**src/rtl/lcd_types.sv**
```systemverilog
// Shared LCD types: rectangle-fill FSM states, panel resolution and
// controller command codes.
package lcd_types;

  typedef enum logic [2:0] {
    IDLE  = 3'd0,
    CHECK = 3'd1,
    SEQ   = 3'd2,
    WAIT  = 3'd3,
    PIX   = 3'd4,
    PWAIT = 3'd5,
    FIN   = 3'd6
  } fill_state_e;

  localparam logic [15:0] H_RES     = 16'd480;
  localparam logic [15:0] V_RES     = 16'd800;

  localparam logic [15:0] CMD_CASET = 16'h2A00;
  localparam logic [15:0] CMD_PASET = 16'h2B00;
  localparam logic [15:0] CMD_RAMWR = 16'h2C00;

  // Index of the final (RAMWR) entry in the 17-word window-setup sequence.
  localparam logic [4:0]  SEQ_LAST  = 5'd16;

endpackage

```
**src/rtl/lcd_rect_fill.sv**
```systemverilog
// Rectangle fill engine: validates a rectangle, programs the column/page
// window with 17 command/data writes, then streams one colour word per pixel.
// Writes are handshaked with an LCD interface via we_o / if_write_ok_i.
module lcd_rect_fill
  import lcd_types::*;
(
  input  logic        pclk,
  input  logic        rst_n,
  input  logic        start_i,
  input  logic [15:0] x0_i,
  input  logic [15:0] x1_i,
  input  logic [15:0] y0_i,
  input  logic [15:0] y1_i,
  input  logic [15:0] color_i,
  input  logic        abort_i,
  output logic        busy_o,
  output logic        done_o,
  output logic        err_o,
  output logic        aborted_o,
  output logic        we_o,
  output logic        wr_o,
  output logic        lcd_rs_o,
  output logic [15:0] data_o,
  input  logic        if_busy_i,
  input  logic        if_write_ok_i
);

  fill_state_e state_q;
  logic [15:0] x0_q, x1_q, y0_q, y1_q, color_q;
  logic [4:0]  idx_q;
  logic [19:0] pix_cnt_q;
  logic        abort_q;
  logic        busy_q, done_q, err_q, aborted_q;
  logic        we_q, rs_q;
  logic [15:0] data_q;

  logic [15:0] seq_data_d;
  logic        seq_rs_d;
  logic [15:0] coord_a_d, coord_b_d;
  logic [19:0] pix_total_d;
  logic        rect_ok_d;
  logic        abort_seen_d;

  // Decode the sequence index into the command/data word and its RS level.
  always_comb begin
    seq_data_d = 16'd0;
    seq_rs_d   = 1'b0;
    coord_a_d  = idx_q[3] ? y0_q : x0_q;
    coord_b_d  = idx_q[3] ? y1_q : x1_q;
    if (idx_q[4]) begin
      seq_data_d = CMD_RAMWR;
      seq_rs_d   = 1'b0;
    end else if (!idx_q[0]) begin
      seq_data_d = (idx_q[3] ? CMD_PASET : CMD_CASET) + {14'd0, idx_q[2:1]};
      seq_rs_d   = 1'b0;
    end else begin
      seq_rs_d = 1'b1;
      case (idx_q[2:1])
        2'd0:    seq_data_d = {8'd0, coord_a_d[15:8]};
        2'd1:    seq_data_d = {8'd0, coord_a_d[7:0]};
        2'd2:    seq_data_d = {8'd0, coord_b_d[15:8]};
        2'd3:    seq_data_d = {8'd0, coord_b_d[7:0]};
        default: seq_data_d = 16'd0;
      endcase
    end
  end

  // Rectangle validity, pixel total (only meaningful once valid) and abort view.
  always_comb begin
    rect_ok_d    = (x0_q <= x1_q) && (y0_q <= y1_q) && (x1_q < H_RES) && (y1_q < V_RES);
    pix_total_d  = {10'd0, (x1_q[9:0] - x0_q[9:0] + 10'd1)} *
                   {10'd0, (y1_q[9:0] - y0_q[9:0] + 10'd1)};
    abort_seen_d = abort_q | abort_i;
  end

  // Fill FSM with registered handshake and status outputs.
  always_ff @(posedge pclk or negedge rst_n) begin
    if (!rst_n) begin
      state_q   <= IDLE;
      x0_q      <= 16'd0;
      x1_q      <= 16'd0;
      y0_q      <= 16'd0;
      y1_q      <= 16'd0;
      color_q   <= 16'd0;
      idx_q     <= 5'd0;
      pix_cnt_q <= 20'd0;
      abort_q   <= 1'b0;
      busy_q    <= 1'b0;
      done_q    <= 1'b0;
      err_q     <= 1'b0;
      aborted_q <= 1'b0;
      we_q      <= 1'b0;
      rs_q      <= 1'b0;
      data_q    <= 16'd0;
    end else begin
      we_q   <= 1'b0;
      done_q <= 1'b0;
      // Remember an abort request until the next write boundary.
      if ((state_q != IDLE) && abort_i) begin
        abort_q <= 1'b1;
      end
      case (state_q)
        IDLE: begin
          err_q     <= 1'b0;
          aborted_q <= 1'b0;
          abort_q   <= 1'b0;
          if (start_i) begin
            x0_q    <= x0_i;
            x1_q    <= x1_i;
            y0_q    <= y0_i;
            y1_q    <= y1_i;
            color_q <= color_i;
            idx_q   <= 5'd0;
            busy_q  <= 1'b1;
            state_q <= CHECK;
          end
        end
        CHECK: begin
          if (!rect_ok_d) begin
            err_q   <= 1'b1;
            done_q  <= 1'b1;
            state_q <= FIN;
          end else if (abort_seen_d) begin
            aborted_q <= 1'b1;
            done_q    <= 1'b1;
            state_q   <= FIN;
          end else begin
            state_q <= SEQ;
          end
        end
        SEQ: begin
          if (abort_seen_d) begin
            aborted_q <= 1'b1;
            done_q    <= 1'b1;
            state_q   <= FIN;
          end else if (!if_busy_i) begin
            we_q    <= 1'b1;
            data_q  <= seq_data_d;
            rs_q    <= seq_rs_d;
            state_q <= WAIT;
          end
        end
        WAIT: begin
          if (if_write_ok_i) begin
            if (abort_seen_d) begin
              aborted_q <= 1'b1;
              done_q    <= 1'b1;
              state_q   <= FIN;
            end else if (idx_q == SEQ_LAST) begin
              pix_cnt_q <= pix_total_d;
              state_q   <= PIX;
            end else begin
              idx_q   <= idx_q + 5'd1;
              state_q <= SEQ;
            end
          end
        end
        PIX: begin
          if (abort_seen_d) begin
            aborted_q <= 1'b1;
            done_q    <= 1'b1;
            state_q   <= FIN;
          end else if (pix_cnt_q == 20'd0) begin
            done_q  <= 1'b1;
            state_q <= FIN;
          end else if (!if_busy_i) begin
            we_q    <= 1'b1;
            data_q  <= color_q;
            rs_q    <= 1'b1;
            state_q <= PWAIT;
          end
        end
        PWAIT: begin
          if (if_write_ok_i) begin
            // Saturating decrement: the counter never wraps below zero.
            if (pix_cnt_q != 20'd0) begin
              pix_cnt_q <= pix_cnt_q - 20'd1;
            end
            if (abort_seen_d) begin
              aborted_q <= 1'b1;
              done_q    <= 1'b1;
              state_q   <= FIN;
            end else if (pix_cnt_q <= 20'd1) begin
              done_q  <= 1'b1;
              state_q <= FIN;
            end else begin
              state_q <= PIX;
            end
          end
        end
        FIN: begin
          busy_q  <= 1'b0;
          abort_q <= 1'b0;
          state_q <= IDLE;
        end
        default: begin
          busy_q  <= 1'b0;
          abort_q <= 1'b0;
          state_q <= IDLE;
        end
      endcase
    end
  end

  assign busy_o    = busy_q;
  assign done_o    = done_q;
  assign err_o     = err_q;
  assign aborted_o = aborted_q;
  assign we_o      = we_q;
  assign wr_o      = 1'b1;
  assign lcd_rs_o  = rs_q;
  assign data_o    = data_q;

endmodule

```
**config.mk**
```make
export PLATFORM = sky130hd
export DESIGN_NAME = lcd_rect_fill
export DESIGN_NICKNAME = d
export VERILOG_FILES = /design/src/rtl/lcd_types.sv /design/src/rtl/lcd_rect_fill.sv
export SDC_FILE = /design/constraint.sdc
export NUM_CORES = 1
export LEC_CHECK = 0
export ABC_CLOCK_PERIOD_IN_PS = 9550
export BUFFER_PORTS_ARGS = -buffer_cell sky130_fd_sc_hd__buf_2
export CAP_MARGIN = 20
export CORE_AREA = 2 2 173 175
export CTS_BUF_LIST = sky130_fd_sc_hd__clkbuf_8
export CTS_CLUSTER_DIAMETER = 200
export DETAILED_ROUTE_END_ITERATION = 10
export DIE_AREA = 0 0 175 177
export PLACE_DENSITY = 0.62
export SLEW_MARGIN = 10
export SYNTH_ARGS = -nofsm -noshare
export SYNTH_HDL_FRONTEND = slang
export SYNTH_SLANG_ARGS = --single-unit
```
**constraint.sdc**
```tcl
create_clock -name pclk -period 9.55 [get_ports pclk]
set_input_delay 1.91 -clock pclk [delete_from_list [all_inputs] [get_ports pclk]]
set_output_delay 1.91 -clock pclk [all_outputs]
set_load 0.005 [all_outputs]
```
# --- Word-level counts from Yosys, hierarchy flattened ---
# Cells that the tools add are included.
word_totals:
  ramBits: 0
  inputBits: 86
  latch_bits: 0
  output_inout_bits: 23
  regBits: 131
  word_cells: 153
  romBits: 0
  n_memories: 0
op_classes:
  n_bitwise: 2
  eq_ne: 27
  mul: 1
  order_cmp: 5
  n_addsub: 7
  div_mod_pow: 0
  mux: 70
  n_shift: 0
  n_reduce_logical: 25
ops:
  columns: ["operator", "count"]
  rows:
  - ["$mux W16", 9]
  - ["$mux W20", 5]
  - ["$pmux W16 S4", 1]
  - ["$pmux W20 S2", 1]
  - ["$mux W3", 12]
  - ["$le A16 B16 Y1", 2]
  - ["$pmux W16 S2", 1]
  - ["$ne A2 B2 Y1 const B", 14]
  - ["$mux W1", 26]
  - ["$add A10 B1 Y10 const B", 2]
  - ["$le A20 B1 Y1 const B", 1]
  - ["$logic_not A20 Y1", 1]
  - ["$mul A10 B10 Y20", 1]
  - ["$mux W5", 4]
  - ["$reduce_bool A20 Y1", 1]
  - ["$sub A10 B10 Y10", 2]
  - ["$sub A20 B1 Y20 const B", 1]
  - ["$pmux W3 S6", 1]
  - ["$lt A16 B10 Y1 const B", 1]
  - ["$lt A16 B9 Y1 const B", 1]
  - ["$add A14 B2 Y15", 1]
  - ["$reduce_and A6 Y1", 2]
  - ["$pmux W5 S2", 1]
  - ["$reduce_and A5 Y1", 2]
  - ["other kinds (27)", 44]

# --- Depth between registers and ports, before layout ---
# Gate-level depths: netlist of run 1.
logic_depth:
  depth_word: 7
  depth_mapped: 29
  mapped_depth_nobuf: 28

# --- Worst setup path after synthesis of run 1 ---
# OpenSTA, ideal clock, no wires.
synth_timing:
  kind: "reg-to-reg"
  startpoint: "register y1_q[1]"
  endpoint: "register pix_cnt_q[19]"
  required_time_ps: 9481
  path_stages_with_launch: 29
  setup_slack_ps: 2843
  period_less_slack_ps: 6707
  arrival_ps: 6638
  path_buffers: 0
  setup_ps: 69
  path_cell_list: "dfrtp_1 > inv_1 > ha_1 > inv_1 > ha_1 > inv_1 > fa_1 > nand2b_1 > o21ai_1 > a31o_2 > a2111o_1 > nand3_1 > nor2_1 > fa_1 > inv_1 > fa_1 > inv_1 > fa_1 > inv_1 > fa_1 > inv_1 > ha_1 > ha_1 > a21o_1 > a21o_1 > a2111oi_0 > nor3_1 > or4b_1 > nand3_1"
synth_via:
  elab_chain_cells: 7
synth_lines:
  columns: ["item", "line_no", "text"]
  rows:
  - ["from (decl)", "lcd_rect_fill.sv:29", "logic [15:0] x0_q, x1_q, y0_q, y1_q, color_q;"]
  - ["from (signal assigned)", "lcd_rect_fill.sv:111", "y1_q <= y1_i;"]
  - ["$sub A10 B10 Y10", "lcd_rect_fill.sv:72", "{10'd0, (y1_q[9:0] - y0_q[9:0] + 10'd1)};"]
  - ["$add A10 B1 Y10", "lcd_rect_fill.sv:72", null]
  - ["$mul A10 B10 Y20", "lcd_rect_fill.sv:71", "pix_total_d = {10'd0, (x1_q[9:0] - x0_q[9:0] + 10'd1)} *"]
  - ["$mux W20", "lcd_rect_fill.sv:149", "end else if (idx_q == SEQ_LAST) begin"]
  - ["$mux W20", "lcd_rect_fill.sv:145", "if (abort_seen_d) begin"]
  - ["$mux W20", "lcd_rect_fill.sv:144", "if (if_write_ok_i) begin"]
  - ["$pmux W20 S2", "lcd_rect_fill.sv:102", "case (state_q)"]
  - ["to (signal assigned)", "lcd_rect_fill.sv:150", "pix_cnt_q <= pix_total_d;"]
  - ["to (signal assigned)", "lcd_rect_fill.sv:177", "pix_cnt_q <= pix_cnt_q - 20'd1;"]
  - ["to (decl)", "lcd_rect_fill.sv:31", "logic [19:0] pix_cnt_q;"]
# No other way between the ends. The select of a mux whose other input is x is not followed.
# A chain may end at the register's enable or synchronous reset.

# --- Final worst setup path of run 1 ---
layout_timing:
  startpoint: "register x1_q[1]"
  endpoint: "register pix_cnt_q[17]"
layout_via:
  elab_chain_cells: 7
layout_lines:
  columns: ["item", "line_no", "text"]
  rows:
  - ["from (decl)", "lcd_rect_fill.sv:29", null]
  - ["from (signal assigned)", "lcd_rect_fill.sv:109", "x1_q <= x1_i;"]
  - ["$sub A10 B10 Y10", "lcd_rect_fill.sv:71", null]
  - ["$add A10 B1 Y10", "lcd_rect_fill.sv:71", null]
  - ["$mul A10 B10 Y20", "lcd_rect_fill.sv:71", null]
  - ["$mux W20", "lcd_rect_fill.sv:149", null]
  - ["$mux W20", "lcd_rect_fill.sv:145", null]
  - ["$mux W20", "lcd_rect_fill.sv:144", null]
  - ["$pmux W20 S2", "lcd_rect_fill.sv:102", null]
# No other way between the ends. The select of a mux whose other input is x is not followed.

==> flow_summary.html, run 1 <==
<table>
<tr><th>Metric</th><th>Value</th></tr>
<tr><th colspan="2">Timing</th></tr>
<tr><td>Relative slew slack</td><td>26.00%</td></tr>
<tr><td>Tmin final</td><td>7.254 ns</td></tr>
<tr><td>Final clock skew</td><td>0.02044 ns</td></tr>
<tr><td>Worst-margin pin slew</td><td>1.110 ns</td></tr>
<tr><td>Maximum operating frequency</td><td>137.9 MHz</td></tr>
<tr><td>Portion of the clock cycle consumed by the worst path in the final layout</td><td>between 70% and 80%</td></tr>
<tr><td>Number of max-slew violations in the final report</td><td>0</td></tr>
<tr><td>Post-route setup TNS</td><td>0 ns</td></tr>
<tr><td>Count of endpoints failing setup in the final report</td><td>0</td></tr>
<tr><td>Final number of hold-violating endpoints</td><td>0</td></tr>
<tr><td>RSZ-0062 raised after global routing</td><td>false</td></tr>
<tr><th colspan="2">GRT</th></tr>
<tr><td>Maximum number of pins on one net before global-route repair</td><td>79</td></tr>
<tr><td>Global Route Usage Sum</td><td>between 10% and 20%</td></tr>
<tr><td>First-pass GRT wire length</td><td>48690 um</td></tr>
<tr><td>Vias in the first global route</td><td>~9300</td></tr>
<tr><td>Initial antenna violation count</td><td>1</td></tr>
<tr><td>Remaining global-route overflow</td><td>0</td></tr>
<tr><th colspan="2">Critical path</th></tr>
<tr><td>Max stage delay on crit path</td><td>0.52 ns</td></tr>
<tr><td>Nature of the critical path endpoint</td><td>flip-flop</td></tr>
<tr><td>Crit path DAT</td><td>about 7.6 ns</td></tr>
<tr><td>Reg2Reg Launch Point</td><td>x1_q[1]</td></tr>
<tr><td>Cell class contributing the biggest share of worst-path delay</td><td>adder cells</td></tr>
<tr><td>Origin of the worst setup path</td><td>x1_q[1]</td></tr>
<tr><td>Cell with the most instances on the worst path</td><td>sky130_fd_sc_hd__inv_1</td></tr>
<tr><td>Critical setup path kind</td><td>reg2reg</td></tr>
<tr><td>Critical-path top delay cell</td><td>sky130_fd_sc_hd__fa_1</td></tr>
<tr><td>Critical-path maximum fanout</td><td>6</td></tr>
<tr><td>Buffers &amp; Inverters on Critical Path</td><td>7</td></tr>
<tr><td>Setup crit start kind</td><td>flip-flop</td></tr>
<tr><td>Required time of the critical path</td><td>between 9 and 10 ns</td></tr>
<tr><th colspan="2">Placed design</th></tr>
<tr><td>Sum of net half-perimeters after detailed placement</td><td>23120 um</td></tr>
<tr><td>Gp weighted congestion</td><td>0.8576</td></tr>
<tr><td>Number of buffers added on ports</td><td>107</td></tr>
<tr><th colspan="2">Die</th></tr>
<tr><td>Die Y-Extent</td><td>177 um</td></tr>
<tr><td>Count of boundary I/O pins</td><td>109</td></tr>
<tr><td>Standard-cell row count</td><td>63</td></tr>
<tr><td>Die X-Extent</td><td>175 um</td></tr>
<tr><td>Core area</td><td>0.02924 sq mm</td></tr>
<tr><td>Initial cell density of the core</td><td>39.16%</td></tr>
<tr><td>Area enclosed by the die boundary</td><td>0.03098 sq mm</td></tr>
<tr><th colspan="2">Logic synthesis</th></tr>
<tr><td>Count of distinct cell types in the synthesized netlist</td><td>74</td></tr>
<tr><td>Gate Count Post-Synth</td><td>1251</td></tr>
<tr><td>Flip-flop and latch count after synthesis</td><td>131</td></tr>
<tr><td>Synthesized area divided by synthesized cell count</td><td>between 9 and 10 sq um</td></tr>
<tr><td>Top_reg_cell synth</td><td>sky130_fd_sc_hd__dfrtp_1</td></tr>
<tr><td>Fraction of the yosys area taken by sequential cells</td><td>28.63%</td></tr>
<tr><td>Synth Cell Area</td><td>0.01145 sq mm</td></tr>
<tr><td>Count of flip-flops with a built-in enable after synthesis</td><td>0</td></tr>
<tr><td>Share of synthesized registers carrying an async set or reset</td><td>100.0%</td></tr>
<tr><td>Total nets after synthesis</td><td>1526</td></tr>
<tr><td>Number of warnings issued by yosys</td><td>0</td></tr>
<tr><th colspan="2">Min path</th></tr>
<tr><td>Startpoint of the worst hold path</td><td>color_q[9]</td></tr>
<tr><td>Hold WC Path Type</td><td>reg2reg</td></tr>
<tr><th colspan="2">Routing</th></tr>
<tr><td>Per-cell routed wire length</td><td>17.15 um</td></tr>
<tr><td>Post-DR vias/cell</td><td>5.404</td></tr>
<tr><td>Number of DRC violations after detailed routing</td><td>0</td></tr>
<tr><td>Vias after detailed routing</td><td>~9400</td></tr>
<tr><td>Remaining number of nets flagged by the antenna check after routing</td><td>0</td></tr>
<tr><td>Sum of routed wire length over all layers</td><td>29870 um</td></tr>
<tr><td>Number of violations reported at the end of detailed-routing iteration 0</td><td>960</td></tr>
<tr><td>DR pass1 iterations</td><td>5</td></tr>
<tr><th colspan="2">CTS</th></tr>
<tr><td>Buffers from clock root to sink, at most</td><td>2</td></tr>
<tr><td>Insertion delay to the later sink of the worst-skew pair</td><td>0.46 ns</td></tr>
<tr><td>Resize count post-CTS</td><td>0</td></tr>
<tr><td>Reg clk slew, reported paths</td><td>about 0.09 ns</td></tr>
<tr><td>Clock tree from TritonCTS</td><td>yes</td></tr>
<tr><td>TritonCTS buffer count</td><td>17</td></tr>
<tr><td>Clock tree root driver cell</td><td>sky130_fd_sc_hd__clkbuf_8</td></tr>
<tr><td>TritonCTS sink count</td><td>between 100 and 150</td></tr>
<tr><td>Number of post-CTS setup repair buffers</td><td>0</td></tr>
<tr><td>Total of hold buffers inserted after clock tree synthesis</td><td>0</td></tr>
<tr><td>CTS H-tree lvls</td><td>4</td></tr>
<tr><th colspan="2">Cells and area</th></tr>
<tr><td>Register Area</td><td>0.003278 sq mm</td></tr>
<tr><td># fillers</td><td>2895</td></tr>
<tr><td>Combined area of the multi-input logic cells</td><td>0.007437 sq mm</td></tr>
<tr><td>Commonest cells after routing, fill and taps aside</td><td>sky130_fd_sc_hd__inv_1, sky130_fd_sc_hd__dfrtp_1, sky130_fd_sc_hd__ha_1</td></tr>
<tr><td>Layout cells sized above 1</td><td>16.07%</td></tr>
<tr><td>Nets</td><td>~1600</td></tr>
<tr><td>Most common cell after layout, fill and taps aside</td><td>sky130_fd_sc_hd__inv_1</td></tr>
<tr><td>Area added between synthesis and finish</td><td>11.31%</td></tr>
<tr><th colspan="2">Run status</th></tr>
<tr><td>Status</td><td>finished, final reports clean</td></tr>
<tr><th colspan="2">Flow run</th></tr>
<tr><td>Count of maximum capacitance violations</td><td>0</td></tr>
</table>
## layout make-up
cell class / count / area share [%]
multi-input combinational: 927 / 58.35
sequential: 131 / 25.72
timing repair buffer: 113 / 4.604
clock buffer: 18 / 1.944
clock inverter: 14 / 1.207
inverter: 147 / 4.329
tap: 390 / 3.828
antenna: 1 / 0.01963
## per-stage QoR
stage / cell area (sq um) / worst slack [ns] / instances / util (%) / hold slack (ns)
after CTS: 12740 / 2.300 / 1740 / 43.58 / 0.5133
after global routing: 12750 / 1.750 / 1741 / 43.58 / 0.5238
after floorplan: 11450 / 2.843 / 1251 / - / 0.4632
after global placement: 12340 / 2.491 / 1708 / 42.20 / 0.4801
final: 12750 / 2.296 / 1741 / 43.58 / 0.5130
after detailed placement: 12340 / 2.319 / 1708 / 42.20 / 0.4957
## final timing paths
check / slack, ns / cells past startpoint / to
max reg2reg: 2.30 / 27 / pix_cnt_q[17]
min in group asynchronous: 1.42 / 1 / y0_q[4]
min: 0.51 / 1 / color_q[9]
max: 2.30 / 27 / pix_cnt_q[17]
max in group asynchronous: 6.77 / 2 / pix_cnt_q[9]
min reg2reg: 0.51 / 1 / color_q[9]
## synth_stat cells, types with 3 or more instances
library cell                number  share of area, %
sky130_fd_sc_hd__a2111oi_0       3              0.23
sky130_fd_sc_hd__a211oi_1       13              0.85
sky130_fd_sc_hd__a21o_1          9              0.59
sky130_fd_sc_hd__a21oi_1        61               2.7
sky130_fd_sc_hd__a221oi_1        4              0.31
sky130_fd_sc_hd__a22oi_1         3              0.20
sky130_fd_sc_hd__a311oi_1        3              0.23
sky130_fd_sc_hd__a31oi_1        10              0.55
sky130_fd_sc_hd__and3_1          7              0.38
sky130_fd_sc_hd__buf_1           5              0.16
sky130_fd_sc_hd__buf_2          13              0.57
sky130_fd_sc_hd__clkbuf_1       27              0.89
sky130_fd_sc_hd__dfrtp_1       131                29
sky130_fd_sc_hd__fa_1           66                12
sky130_fd_sc_hd__ha_1          123                13
sky130_fd_sc_hd__inv_1         146               4.8
sky130_fd_sc_hd__mux2_2         34               3.3
sky130_fd_sc_hd__mux2i_1         9              0.79
sky130_fd_sc_hd__mux4_2         12               2.4
sky130_fd_sc_hd__nand2_1       108               3.5
sky130_fd_sc_hd__nand2b_1       25               1.4
sky130_fd_sc_hd__nand3_1        32               1.4
sky130_fd_sc_hd__nand3b_1        4              0.26
sky130_fd_sc_hd__nand4_1        20               1.1
sky130_fd_sc_hd__nor2_1        114               3.7
sky130_fd_sc_hd__nor2b_1         7              0.38
sky130_fd_sc_hd__nor3_1         22              0.96
sky130_fd_sc_hd__nor4_1          7              0.38
sky130_fd_sc_hd__o211ai_1        7              0.46
sky130_fd_sc_hd__o21ai_0       100               4.4
sky130_fd_sc_hd__o21ai_1         4              0.17
sky130_fd_sc_hd__o22a_1          3              0.23
sky130_fd_sc_hd__o22ai_1         4              0.22
sky130_fd_sc_hd__o31a_1          4              0.31
sky130_fd_sc_hd__o31ai_1         6              0.39
sky130_fd_sc_hd__o32ai_1         3              0.23
sky130_fd_sc_hd__or2_2          10              0.55
sky130_fd_sc_hd__or4_1           7              0.46
sky130_fd_sc_hd__xnor2_1        25               1.9
sky130_fd_sc_hd__xor2_1         17               1.3
## flip-flops by register name, indices dropped and copies added, names as in the netlist
| signal | count |
|---|---|
| y1_q | 16 |
| y0_q | 16 |
| data_o | 16 |
| busy_o | 1 |
| aborted_o | 1 |
| we_o | 1 |
| state_q | 3 |
| abort_q | 1 |
| lcd_rs_o | 1 |
| err_o | 1 |
| x0_q | 16 |
| x1_q | 16 |
| idx_q | 5 |
| color_q | 16 |
| pix_cnt_q | 20 |
| done_o | 1 |
## kinds of logic (layout without fill, tap and decap cells)
group / Yosys count / count (layout) / share of synthesized area, %
mux: 55 / 55 / 6.490
other cells: 1 / 2 / 0.03275
simple gates: 382 / 382 / 16.31
xor+xnor: 42 / 42 / 3.212
fa+ha+maj: 190 / 190 / 25.07
buf+inv: 193 / 292 / 6.501
flops: 131 / 131 / 28.63
compound gates: 257 / 257 / 13.76
## layer usage
layer,vias up,part of all wire (%),global-route usage (%)
li1,4475,-,-
met1,4617,47,27.88
met2,276,46,31.19
met3,40,5.1,3.071
met4,0,1.9,6.007
met5,-,0,0
Power of run 1 is left out: the tool's default activity adds up to more than one toggle a clock period on the data nets, which glitch-free logic cannot reach.
==> run 2: changes to the inputs <==
--- a/config.mk
+++ b/config.mk
@@ -5,7 +5,7 @@
 export SDC_FILE = /design/constraint.sdc
 export NUM_CORES = 1
 export LEC_CHECK = 0
-export ABC_CLOCK_PERIOD_IN_PS = 9550
+export ABC_CLOCK_PERIOD_IN_PS = 6400
 export BUFFER_PORTS_ARGS = -buffer_cell sky130_fd_sc_hd__buf_2
 export CAP_MARGIN = 20
 export CORE_AREA = 2 2 173 175
@@ -13,7 +13,7 @@
 export CTS_CLUSTER_DIAMETER = 200
 export DETAILED_ROUTE_END_ITERATION = 10
 export DIE_AREA = 0 0 175 177
-export PLACE_DENSITY = 0.62
+export PLACE_DENSITY = 0.64
 export SLEW_MARGIN = 10
 export SYNTH_ARGS = -nofsm -noshare
 export SYNTH_HDL_FRONTEND = slang
==> constraint.sdc (replaced) <==
create_clock -name pclk -period 6.4 [get_ports pclk]
set_input_delay 1.28 -clock pclk [delete_from_list [all_inputs] [get_ports pclk]]
set_output_delay 1.28 -clock pclk [all_outputs]
set_load 0.005 [all_outputs]
==> run 2 against run 1 <==
Cell count up 5.6%. Worst setup slack worse by 2.2 ns. Routed wire length up 2.9%. Via count up 3.3%. Design area up 9.7%. Largest cell class unchanged. Fmax up 15%. Worst hold slack worse by 0.015 ns. First-iteration DRC count down 31%. Highest routed layer unchanged. Sequential share of layout area down 2.3 points.
==> flow_summary.html, run 2 (synthesis results as in run 1) <==
<table>
<tr><th>Metric</th><th>Value</th></tr>
<tr><th colspan="2">CTS</th></tr>
<tr><td>Insertion delay to the later sink of the worst-skew pair</td><td>0.46 ns (about the same)</td></tr>
<tr><td>Reg clk slew, reported paths</td><td>0.10 ns (about the same)</td></tr>
<tr><td>TritonCTS buffer count</td><td>17 (unchanged)</td></tr>
<tr><td>Clock tree root driver cell</td><td>sky130_fd_sc_hd__clkbuf_8</td></tr>
<tr><td>CTS H-tree lvls</td><td>4 (unchanged)</td></tr>
<tr><td>TritonCTS sink count</td><td>131 (unchanged)</td></tr>
<tr><td>Clock tree from TritonCTS</td><td>yes</td></tr>
<tr><td>Buffers from clock root to sink, at most</td><td>2 (unchanged)</td></tr>
<tr><td>Total of hold buffers inserted after clock tree synthesis</td><td>0 (unchanged)</td></tr>
<tr><th colspan="2">Cells and area</th></tr>
<tr><td>Flip-flop count of the largest register, all copies and words added</td><td>20 (unchanged)</td></tr>
<tr><td>Commonest cells after routing, fill and taps aside</td><td>sky130_fd_sc_hd__inv_1, sky130_fd_sc_hd__dfrtp_1, sky130_fd_sc_hd__nor2_1, sky130_fd_sc_hd__nand2_1, sky130_fd_sc_hd__buf_2</td></tr>
<tr><td>Most common cell after layout, fill and taps aside</td><td>sky130_fd_sc_hd__inv_1</td></tr>
<tr><td>Layout cells sized above 1</td><td>27.42% (+11 points)</td></tr>
<tr><td>Most flops, register</td><td>pix_cnt_q</td></tr>
<tr><td>Area added between synthesis and finish</td><td>22.06%</td></tr>
<tr><td>Layout Cell Area excl Fill</td><td>0.01398 sq mm (+9.7%)</td></tr>
<tr><td>Nets</td><td>1710 (+6.1%)</td></tr>
<tr><td># fillers</td><td>2782 (-3.9%)</td></tr>
<tr><th colspan="2">Critical path</th></tr>
<tr><td>Required time of the critical path</td><td>6.79 ns (-3.12 ns)</td></tr>
<tr><td>Critical setup path kind</td><td>reg2reg</td></tr>
<tr><td>Setup slack of the most critical reg-to-reg path</td><td>0.07 ns (-2.23 ns)</td></tr>
<tr><td>Reg2Reg Launch Point</td><td>x1_q[1]</td></tr>
<tr><td>Crit path DAT</td><td>6.73 ns (-0.88 ns)</td></tr>
<tr><td>FF-to-FF End</td><td>pix_cnt_q[19]</td></tr>
<tr><td>Depth of the most critical reg-to-reg path</td><td>26 (-3.7%)</td></tr>
<tr><td>Setup crit start kind</td><td>flip-flop</td></tr>
<tr><td>Origin of the worst setup path</td><td>x1_q[1]</td></tr>
<tr><td>Critical-path maximum fanout</td><td>4 (-2)</td></tr>
<tr><td>Nature of the critical path endpoint</td><td>flip-flop</td></tr>
<tr><td>Crit path capture</td><td>pix_cnt_q[19]</td></tr>
<tr><th colspan="2">Routing</th></tr>
<tr><td>Vias after detailed routing</td><td>9721 (+3.3%)</td></tr>
<tr><td>Per-cell routed wire length</td><td>16.72 um (-2.5%)</td></tr>
<tr><td>DR pass1 iterations</td><td>5 (unchanged)</td></tr>
<tr><td>Number of DRC violations after detailed routing</td><td>0 (unchanged)</td></tr>
<tr><td>Remaining number of nets flagged by the antenna check after routing</td><td>0 (unchanged)</td></tr>
<tr><td>Post-DR vias/cell</td><td>5.286 (-2.2%)</td></tr>
<tr><td>Number of violations reported at the end of detailed-routing iteration 0</td><td>664 (-31%)</td></tr>
<tr><td>Sum of routed wire length over all layers</td><td>30750 um (+2.9%)</td></tr>
<tr><th colspan="2">Placed design</th></tr>
<tr><td>Sum of net half-perimeters after detailed placement</td><td>23720 um (+2.6%)</td></tr>
<tr><td>Gp weighted congestion</td><td>0.8993 (+4.9%)</td></tr>
<tr><td>Post-place instance area</td><td>0.01308 sq mm (+5.9%)</td></tr>
<tr><td>Number of buffers added on ports</td><td>107 (unchanged)</td></tr>
<tr><th colspan="2">Die</th></tr>
<tr><td>Count of boundary I/O pins</td><td>109 (unchanged)</td></tr>
<tr><td>Die Y-Extent</td><td>177 um (unchanged)</td></tr>
<tr><td>Die X-Extent</td><td>175 um (unchanged)</td></tr>
<tr><td>Standard-cell row count</td><td>63 (unchanged)</td></tr>
<tr><td>Initial cell density of the core</td><td>39.16% (unchanged)</td></tr>
<tr><td>Core area</td><td>0.02924 sq mm (unchanged)</td></tr>
<tr><td>Area enclosed by the die boundary</td><td>0.03098 sq mm (unchanged)</td></tr>
<tr><th colspan="2">GRT</th></tr>
<tr><td>Initial antenna violation count</td><td>1 (unchanged)</td></tr>
<tr><td>Remaining global-route overflow</td><td>0 (unchanged)</td></tr>
<tr><td>Vias in the first global route</td><td>9587 (+3.5%)</td></tr>
<tr><td>Global Route Usage Sum</td><td>20.01% (+0.29 points)</td></tr>
<tr><td>Maximum number of pins on one net before global-route repair</td><td>128 (+62%)</td></tr>
<tr><td>First-pass GRT wire length</td><td>49180 um (+1.0%)</td></tr>
<tr><th colspan="2">Timing</th></tr>
<tr><td>Final clock skew</td><td>0.02663 ns (+0.006198 ns)</td></tr>
<tr><td>Relative slew slack</td><td>21.27% (-4.7 points)</td></tr>
<tr><td>RSZ-0062 raised after global routing</td><td>true</td></tr>
<tr><td>Final number of hold-violating endpoints</td><td>0 (unchanged)</td></tr>
<tr><td>Worst-margin pin slew</td><td>1.181 ns (+0.07089 ns)</td></tr>
<tr><td>Number of max-slew violations in the final report</td><td>0 (unchanged)</td></tr>
<tr><td>Portion of the clock cycle consumed by the worst path in the final layout</td><td>98.95% (+23 points)</td></tr>
<tr><td>Maximum operating frequency</td><td>157.9 MHz (+15%)</td></tr>
<tr><td>Tmin final</td><td>6.333 ns (-0.9207 ns)</td></tr>
<tr><td>Count of endpoints failing setup in the final report</td><td>0 (unchanged)</td></tr>
<tr><th colspan="2">Run status</th></tr>
<tr><td>Status</td><td>finished, final reports clean</td></tr>
<tr><th colspan="2">Flow run</th></tr>
<tr><td>Count of maximum capacitance violations</td><td>0 (unchanged)</td></tr>
<tr><th colspan="2">Min path</th></tr>
<tr><td>Count of cells along the worst hold path</td><td>2 (+1)</td></tr>
<tr><td>Hold WC Path Type</td><td>reg2reg</td></tr>
</table>
==> run 2: changes by cell type in the layout (fill, tap and decap cells not counted), moves of 6 or more <==
cell and change:
sky130_fd_sc_hd__inv_2 +13, sky130_fd_sc_hd__ha_4 +14, sky130_fd_sc_hd__inv_8 +7, sky130_fd_sc_hd__xor2_1 -6, sky130_fd_sc_hd__nor2_1 -7, sky130_fd_sc_hd__buf_4 +94
sky130_fd_sc_hd__xor2_2 +6, sky130_fd_sc_hd__o21ai_0 -9, sky130_fd_sc_hd__ha_1 -19, sky130_fd_sc_hd__inv_1 -14, sky130_fd_sc_hd__o21ai_2 +6, sky130_fd_sc_hd__nor2_2 +7
==> run 2: worst min-delay path by stage <==
stage                   from            end  slack, ns
2_1_floorplan  pix_cnt_q[15]  pix_cnt_q[15]       0.46
3_3_place_gp     color_q[14]     data_o[14]       0.48
3_5_place_dp       data_o[1]      data_o[1]       0.49
4_1_cts          color_q[15]     data_o[15]       0.51
5_1_grt          color_q[10]    color_q[10]       0.53
6_report         color_q[15]     data_o[15]       0.50
==> run 2: per-layer routing <==
metal	wire length, um	part of all wire [%]	global-route usage, %
met1	14270	46	28.12
met2	14590	47	31.74
met3	1423	4.6	3.479
met4	469	1.5	5.799
met5	0	0	0
==> run 2: critical path, stage by stage (launching register included) <==
cell and delay (ns):
sky130_fd_sc_hd__dfrtp_1 0.38, sky130_fd_sc_hd__inv_2 0.06, sky130_fd_sc_hd__ha_4 0.27, sky130_fd_sc_hd__inv_2 0.04, sky130_fd_sc_hd__ha_4 0.16, sky130_fd_sc_hd__fa_2 0.38, sky130_fd_sc_hd__a21o_1 0.20, sky130_fd_sc_hd__a21oi_2 0.15
sky130_fd_sc_hd__o211ai_1 0.16, sky130_fd_sc_hd__buf_4 0.18, sky130_fd_sc_hd__xnor2_1 0.19, sky130_fd_sc_hd__buf_4 0.18, sky130_fd_sc_hd__nor2_2 0.04, sky130_fd_sc_hd__fa_1 0.49, sky130_fd_sc_hd__fa_2 0.36, sky130_fd_sc_hd__fa_1 0.56
sky130_fd_sc_hd__inv_2 0.04, sky130_fd_sc_hd__fa_1 0.52, sky130_fd_sc_hd__inv_1 0.04, sky130_fd_sc_hd__ha_1 0.27, sky130_fd_sc_hd__ha_2 0.19, sky130_fd_sc_hd__a21o_1 0.16, sky130_fd_sc_hd__a21o_1 0.21, sky130_fd_sc_hd__a2111oi_4 0.37
sky130_fd_sc_hd__nor3_2 0.07, sky130_fd_sc_hd__or4b_1 0.51, sky130_fd_sc_hd__nand3_1 0.08
==> run 2: timing repair <==
action,CTS,global route
gates resized for setup,18,58
setup endpoints to repair,4,11
pin swaps,23,53
buffers inserted,11,7
==> run 2: final cells by class <==
cell class              instances  area [sq um]  share of cell area [%]
diodes                          1         2.502                 0.01790
clock buffers                  17         234.0                   1.674
clock inverters                15         163.9                   1.173
inverters                     147         551.8                   3.948
multi-input cells             927          7913                   56.61
flip-flops and latches        131          3278                   23.45
well taps                     390         488.0                   3.491
repair buffers                211          1346                   9.632
==> run 2: through the flow <==
stage | setup slack, ns | utilization, % | TNS (ns) | cells | hold slack [ns]
after floorplan | -0.0001239 | - | -0.0001239 | 1251 | 0.4632
after global placement | -0.03288 | 44.71 | -0.05724 | 1788 | 0.4821
after detailed placement | -0.1617 | 44.71 | -0.3041 | 1788 | 0.4918
after CTS | 0.002158 | 46.63 | 0 | 1831 | 0.5099
after global routing | -0.2160 | 47.79 | -1.159 | 1839 | 0.5272
final | 0.06708 | 47.79 | 0 | 1839 | 0.4976
Power of run 2 is left out for the same reason.
==> run 3: changes to the inputs <==
--- a/config.mk
+++ b/config.mk
@@ -13,7 +13,9 @@
 export CTS_CLUSTER_DIAMETER = 200
 export DETAILED_ROUTE_END_ITERATION = 10
 export DIE_AREA = 0 0 175 177
+export GPL_TIMING_DRIVEN = 0
 export PLACE_DENSITY = 0.64
+export RECOVER_POWER = 100
 export SLEW_MARGIN = 10
 export SYNTH_ARGS = -nofsm -noshare
 export SYNTH_HDL_FRONTEND = slang
==> run 3 against run 2 <==
The run now ends with capacitance limit, slew limit, setup timing left. Worst setup slack worse by 0.28 ns. Via count grew 2.6%. Global-route usage up 0.96 points. Routed wire length is 7.1% higher. Clock skew is 0.0046 ns lower. First-iteration DRC count is 28% higher. Clock-buffer cell count unchanged. Register-to-register slack worse by 0.28 ns. Non-clock buffer count is 3 lower. Sequential share of layout area decreased by 0.13 points. Critical path depth rose by 1. Critical endpoint unchanged. Largest cell class unchanged.
==> flow_summary.html, run 3 (synthesis results as in run 1) <==
<table>
<tr><th>Metric</th><th>Value</th></tr>
<tr><th colspan="2">Run status</th></tr>
<tr><td>Status</td><td>finished, violations left</td></tr>
<tr><td>Failing checks</td><td>capacitance limit, slew limit, setup timing</td></tr>
<tr><th colspan="2">Cells and area</th></tr>
<tr><td>Flip-flop count of the largest register, all copies and words added</td><td>20 (unchanged)</td></tr>
<tr><td>Area added between synthesis and finish</td><td>22.86%</td></tr>
<tr><td>Nets</td><td>1707 (-0.18%)</td></tr>
<tr><td>Non-filler instance count after layout</td><td>1836 (-0.16%)</td></tr>
<tr><td>Most common cell after layout, fill and taps aside</td><td>sky130_fd_sc_hd__inv_1</td></tr>
<tr><td>Commonest cells after routing, fill and taps aside</td><td>sky130_fd_sc_hd__inv_1, sky130_fd_sc_hd__dfrtp_1, sky130_fd_sc_hd__nor2_1</td></tr>
<tr><td>Layout cells sized above 1</td><td>25.33% (-2.1 points)</td></tr>
<tr><td>Most flops, register</td><td>pix_cnt_q</td></tr>
<tr><th colspan="2">Timing</th></tr>
<tr><td>Maximum operating frequency</td><td>151.2 MHz (-4.3%)</td></tr>
<tr><td>Relative slew slack</td><td>-124.4% (-150 points)</td></tr>
<tr><td>Number of max-slew violations in the final report</td><td>142 (+142)</td></tr>
<tr><td>Portion of the clock cycle consumed by the worst path in the final layout</td><td>103.4% (+4.4 points)</td></tr>
<tr><td>Post-route setup TNS</td><td>-0.9737 ns (-0.9737 ns)</td></tr>
<tr><td>Final clock skew</td><td>0.02202 ns (-0.004610 ns)</td></tr>
<tr><td>Tmin final</td><td>6.615 ns (+0.2825 ns)</td></tr>
<tr><td>Count of endpoints failing setup in the final report</td><td>8 (+8)</td></tr>
<tr><td>Worst-margin pin slew</td><td>3.366 ns (+2.185 ns)</td></tr>
<tr><td>Final worst slack</td><td>-0.2154 ns (-0.2825 ns)</td></tr>
<tr><td>Final number of hold-violating endpoints</td><td>0 (unchanged)</td></tr>
<tr><td>Worst hold margin</td><td>0.5058 ns (+0.008220 ns)</td></tr>
<tr><td>RSZ-0062 raised after global routing</td><td>true</td></tr>
<tr><th colspan="2">GRT</th></tr>
<tr><td>Global Route Usage Sum</td><td>20.98% (+0.96 points)</td></tr>
<tr><td>Vias in the first global route</td><td>9539 (-0.50%)</td></tr>
<tr><td>Initial antenna violation count</td><td>1 (unchanged)</td></tr>
<tr><td>First-pass GRT wire length</td><td>51160 um (+4.0%)</td></tr>
<tr><td>Maximum number of pins on one net before global-route repair</td><td>75 (-41%)</td></tr>
<tr><td>Remaining global-route overflow</td><td>0 (unchanged)</td></tr>
<tr><th colspan="2">Routing</th></tr>
<tr><td>Vias after detailed routing</td><td>9976 (+2.6%)</td></tr>
<tr><td>DR pass1 iterations</td><td>5 (unchanged)</td></tr>
<tr><td>Remaining number of nets flagged by the antenna check after routing</td><td>0 (unchanged)</td></tr>
<tr><td>Per-cell routed wire length</td><td>17.94 um (+7.3%)</td></tr>
<tr><td>Number of violations reported at the end of detailed-routing iteration 0</td><td>849 (+28%)</td></tr>
<tr><td>Post-DR vias/cell</td><td>5.434 (+2.8%)</td></tr>
<tr><td>Number of DRC violations after detailed routing</td><td>0 (unchanged)</td></tr>
<tr><td>Sum of routed wire length over all layers</td><td>32940 um (+7.1%)</td></tr>
<tr><th colspan="2">CTS</th></tr>
<tr><td>Total of hold buffers inserted after clock tree synthesis</td><td>0 (unchanged)</td></tr>
<tr><td>TritonCTS sink count</td><td>131 (unchanged)</td></tr>
<tr><td>Buffers from clock root to sink, at most</td><td>2 (unchanged)</td></tr>
<tr><td>Reg clk slew, reported paths</td><td>0.10 ns (about the same)</td></tr>
<tr><td>CTS H-tree lvls</td><td>4 (unchanged)</td></tr>
<tr><td>Clock tree root driver cell</td><td>sky130_fd_sc_hd__clkbuf_8</td></tr>
<tr><td>Insertion delay to the later sink of the worst-skew pair</td><td>0.47 ns (about the same)</td></tr>
<tr><td>Clock tree from TritonCTS</td><td>yes</td></tr>
<tr><td>TritonCTS buffer count</td><td>17 (unchanged)</td></tr>
<tr><th colspan="2">Placed design</th></tr>
<tr><td>Gp weighted congestion</td><td>0.8734 (-2.9%)</td></tr>
<tr><td>Sum of net half-perimeters after detailed placement</td><td>24700 um (+4.2%)</td></tr>
<tr><td>Number of buffers added on ports</td><td>106 (-0.93%)</td></tr>
<tr><td>Number of instances in the placed design</td><td>1748 (-2.2%)</td></tr>
<tr><td>Worst-case setup slack after placement</td><td>-0.7928 ns (-0.6310 ns)</td></tr>
<tr><th colspan="2">Critical path</th></tr>
<tr><td>Setup crit start kind</td><td>flip-flop</td></tr>
<tr><td>FF-to-FF End</td><td>pix_cnt_q[19]</td></tr>
<tr><td>Depth of the most critical reg-to-reg path</td><td>27 (+3.8%)</td></tr>
<tr><td>Reg2Reg Launch Point</td><td>x1_q[1]</td></tr>
<tr><td>Critical-path top delay cell</td><td>sky130_fd_sc_hd__fa_1</td></tr>
<tr><td>Instance count on the critical path</td><td>27 (+3.8%)</td></tr>
<tr><td>Critical setup path kind</td><td>reg2reg</td></tr>
<tr><td>Critical-path maximum fanout</td><td>3 (-1)</td></tr>
<tr><td>Buffers &amp; Inverters on Critical Path</td><td>6 (unchanged)</td></tr>
<tr><td>Origin of the worst setup path</td><td>x1_q[1]</td></tr>
<tr><td>Nature of the critical path endpoint</td><td>flip-flop</td></tr>
<tr><td>Crit path DAT</td><td>7.01 ns (+0.28 ns)</td></tr>
<tr><td>Crit path capture</td><td>pix_cnt_q[19]</td></tr>
<tr><td>Max stage delay on crit path</td><td>0.54 ns (-0.02 ns)</td></tr>
<tr><td>Cell class contributing the biggest share of worst-path delay</td><td>adder cells</td></tr>
<tr><td>Required time of the critical path</td><td>6.79 ns (about the same)</td></tr>
<tr><td>Setup slack of the most critical reg-to-reg path</td><td>-0.22 ns (-0.28 ns)</td></tr>
<tr><th colspan="2">Die</th></tr>
<tr><td>Core area</td><td>0.02924 sq mm (unchanged)</td></tr>
<tr><td>Initial cell density of the core</td><td>39.16% (unchanged)</td></tr>
<tr><td>Die X-Extent</td><td>175 um (unchanged)</td></tr>
<tr><td>Count of boundary I/O pins</td><td>109 (unchanged)</td></tr>
<tr><td>Standard-cell row count</td><td>63 (unchanged)</td></tr>
<tr><td>Area enclosed by the die boundary</td><td>0.03098 sq mm (unchanged)</td></tr>
<tr><td>Die Y-Extent</td><td>177 um (unchanged)</td></tr>
<tr><th colspan="2">Flow run</th></tr>
<tr><td>Count of maximum capacitance violations</td><td>3 (+3)</td></tr>
<tr><th colspan="2">Min path</th></tr>
<tr><td>Hold WC Path Type</td><td>reg2reg</td></tr>
</table>
## run 3: cell types whose count changed in the layout (fill, tap and decap cells not counted), moves of 3 or more
cell	before	now
sky130_fd_sc_hd__buf_4	100	53
sky130_fd_sc_hd__xnor2_4	0	3
sky130_fd_sc_hd__nor2_1	107	110
sky130_fd_sc_hd__xnor2_2	3	6
sky130_fd_sc_hd__ha_1	104	92
sky130_fd_sc_hd__o21ai_4	1	4
sky130_fd_sc_hd__xor2_1	11	8
sky130_fd_sc_hd__xnor2_1	22	16
sky130_fd_sc_hd__xor2_4	0	3
sky130_fd_sc_hd__nor2_2	7	2
sky130_fd_sc_hd__clkbuf_1	0	49
sky130_fd_sc_hd__ha_4	14	24
sky130_fd_sc_hd__a21oi_4	0	3
sky130_fd_sc_hd__buf_2	106	102
## run 3: final cells by class
cell class | instances | area (sq um)
Antenna cell | 1 | 2.502
Multi-Input combinational cell | 927 | 8239
Inverter | 147 | 556.8
Sequential cell | 131 | 3281
Clock buffer | 17 | 234.0
Clock inverter | 15 | 136.4
Timing Repair Buffer | 163 | 947.2
Fill cell | 2725 | 15180
Buffer | 45 | 183.9
Tap cell | 390 | 488.0
## run 3: worst min-delay path, cell delays in order, from the launching register on
cell and delay (ns):
sky130_fd_sc_hd__dfrtp_1 0.35, sky130_fd_sc_hd__nand3_1 0.06, sky130_fd_sc_hd__o21ai_0 0.07
## run 3: how the worst min path moves through the flow
stage / slack (ns) / cells past startpoint / end / startpoint
after floorplan: 0.46 / 2 / pix_cnt_q[15] / pix_cnt_q[15]
after global placement: 0.48 / 2 / data_o[12] / color_q[12]
after detailed placement: 0.49 / 2 / data_o[15] / color_q[15]
after CTS: 0.51 / 2 / data_o[15] / color_q[15]
after global routing: 0.52 / 1 / color_q[6] / color_q[6]
final: 0.51 / 2 / data_o[15] / color_q[15]
## run 3: repair_timing
action / CTS / global route
pin swaps: 55 / 52
endpoints found under the setup margin: 11 / 11
gates resized for setup: 72 / 64
setup buffers: 34 / 21
## run 3: routing by layer
layer	track usage, %	wire length, um	vias up
met4	5.799	655	0
met1	29.78	14770	4915
met2	33.60	15760	341
met5	0	0	-
met3	2.942	1755	48
li1	-	-	4672
## run 3: metrics by stage
stage / util (%) / cell area (sq um)
after floorplan: - / 11570
after global placement: 43.05 / 12590
after detailed placement: 43.17 / 12620
after CTS: 46.64 / 13640
after global routing: 48.11 / 14070
final: 48.11 / 14070
Power of run 3 is left out for the same reason.
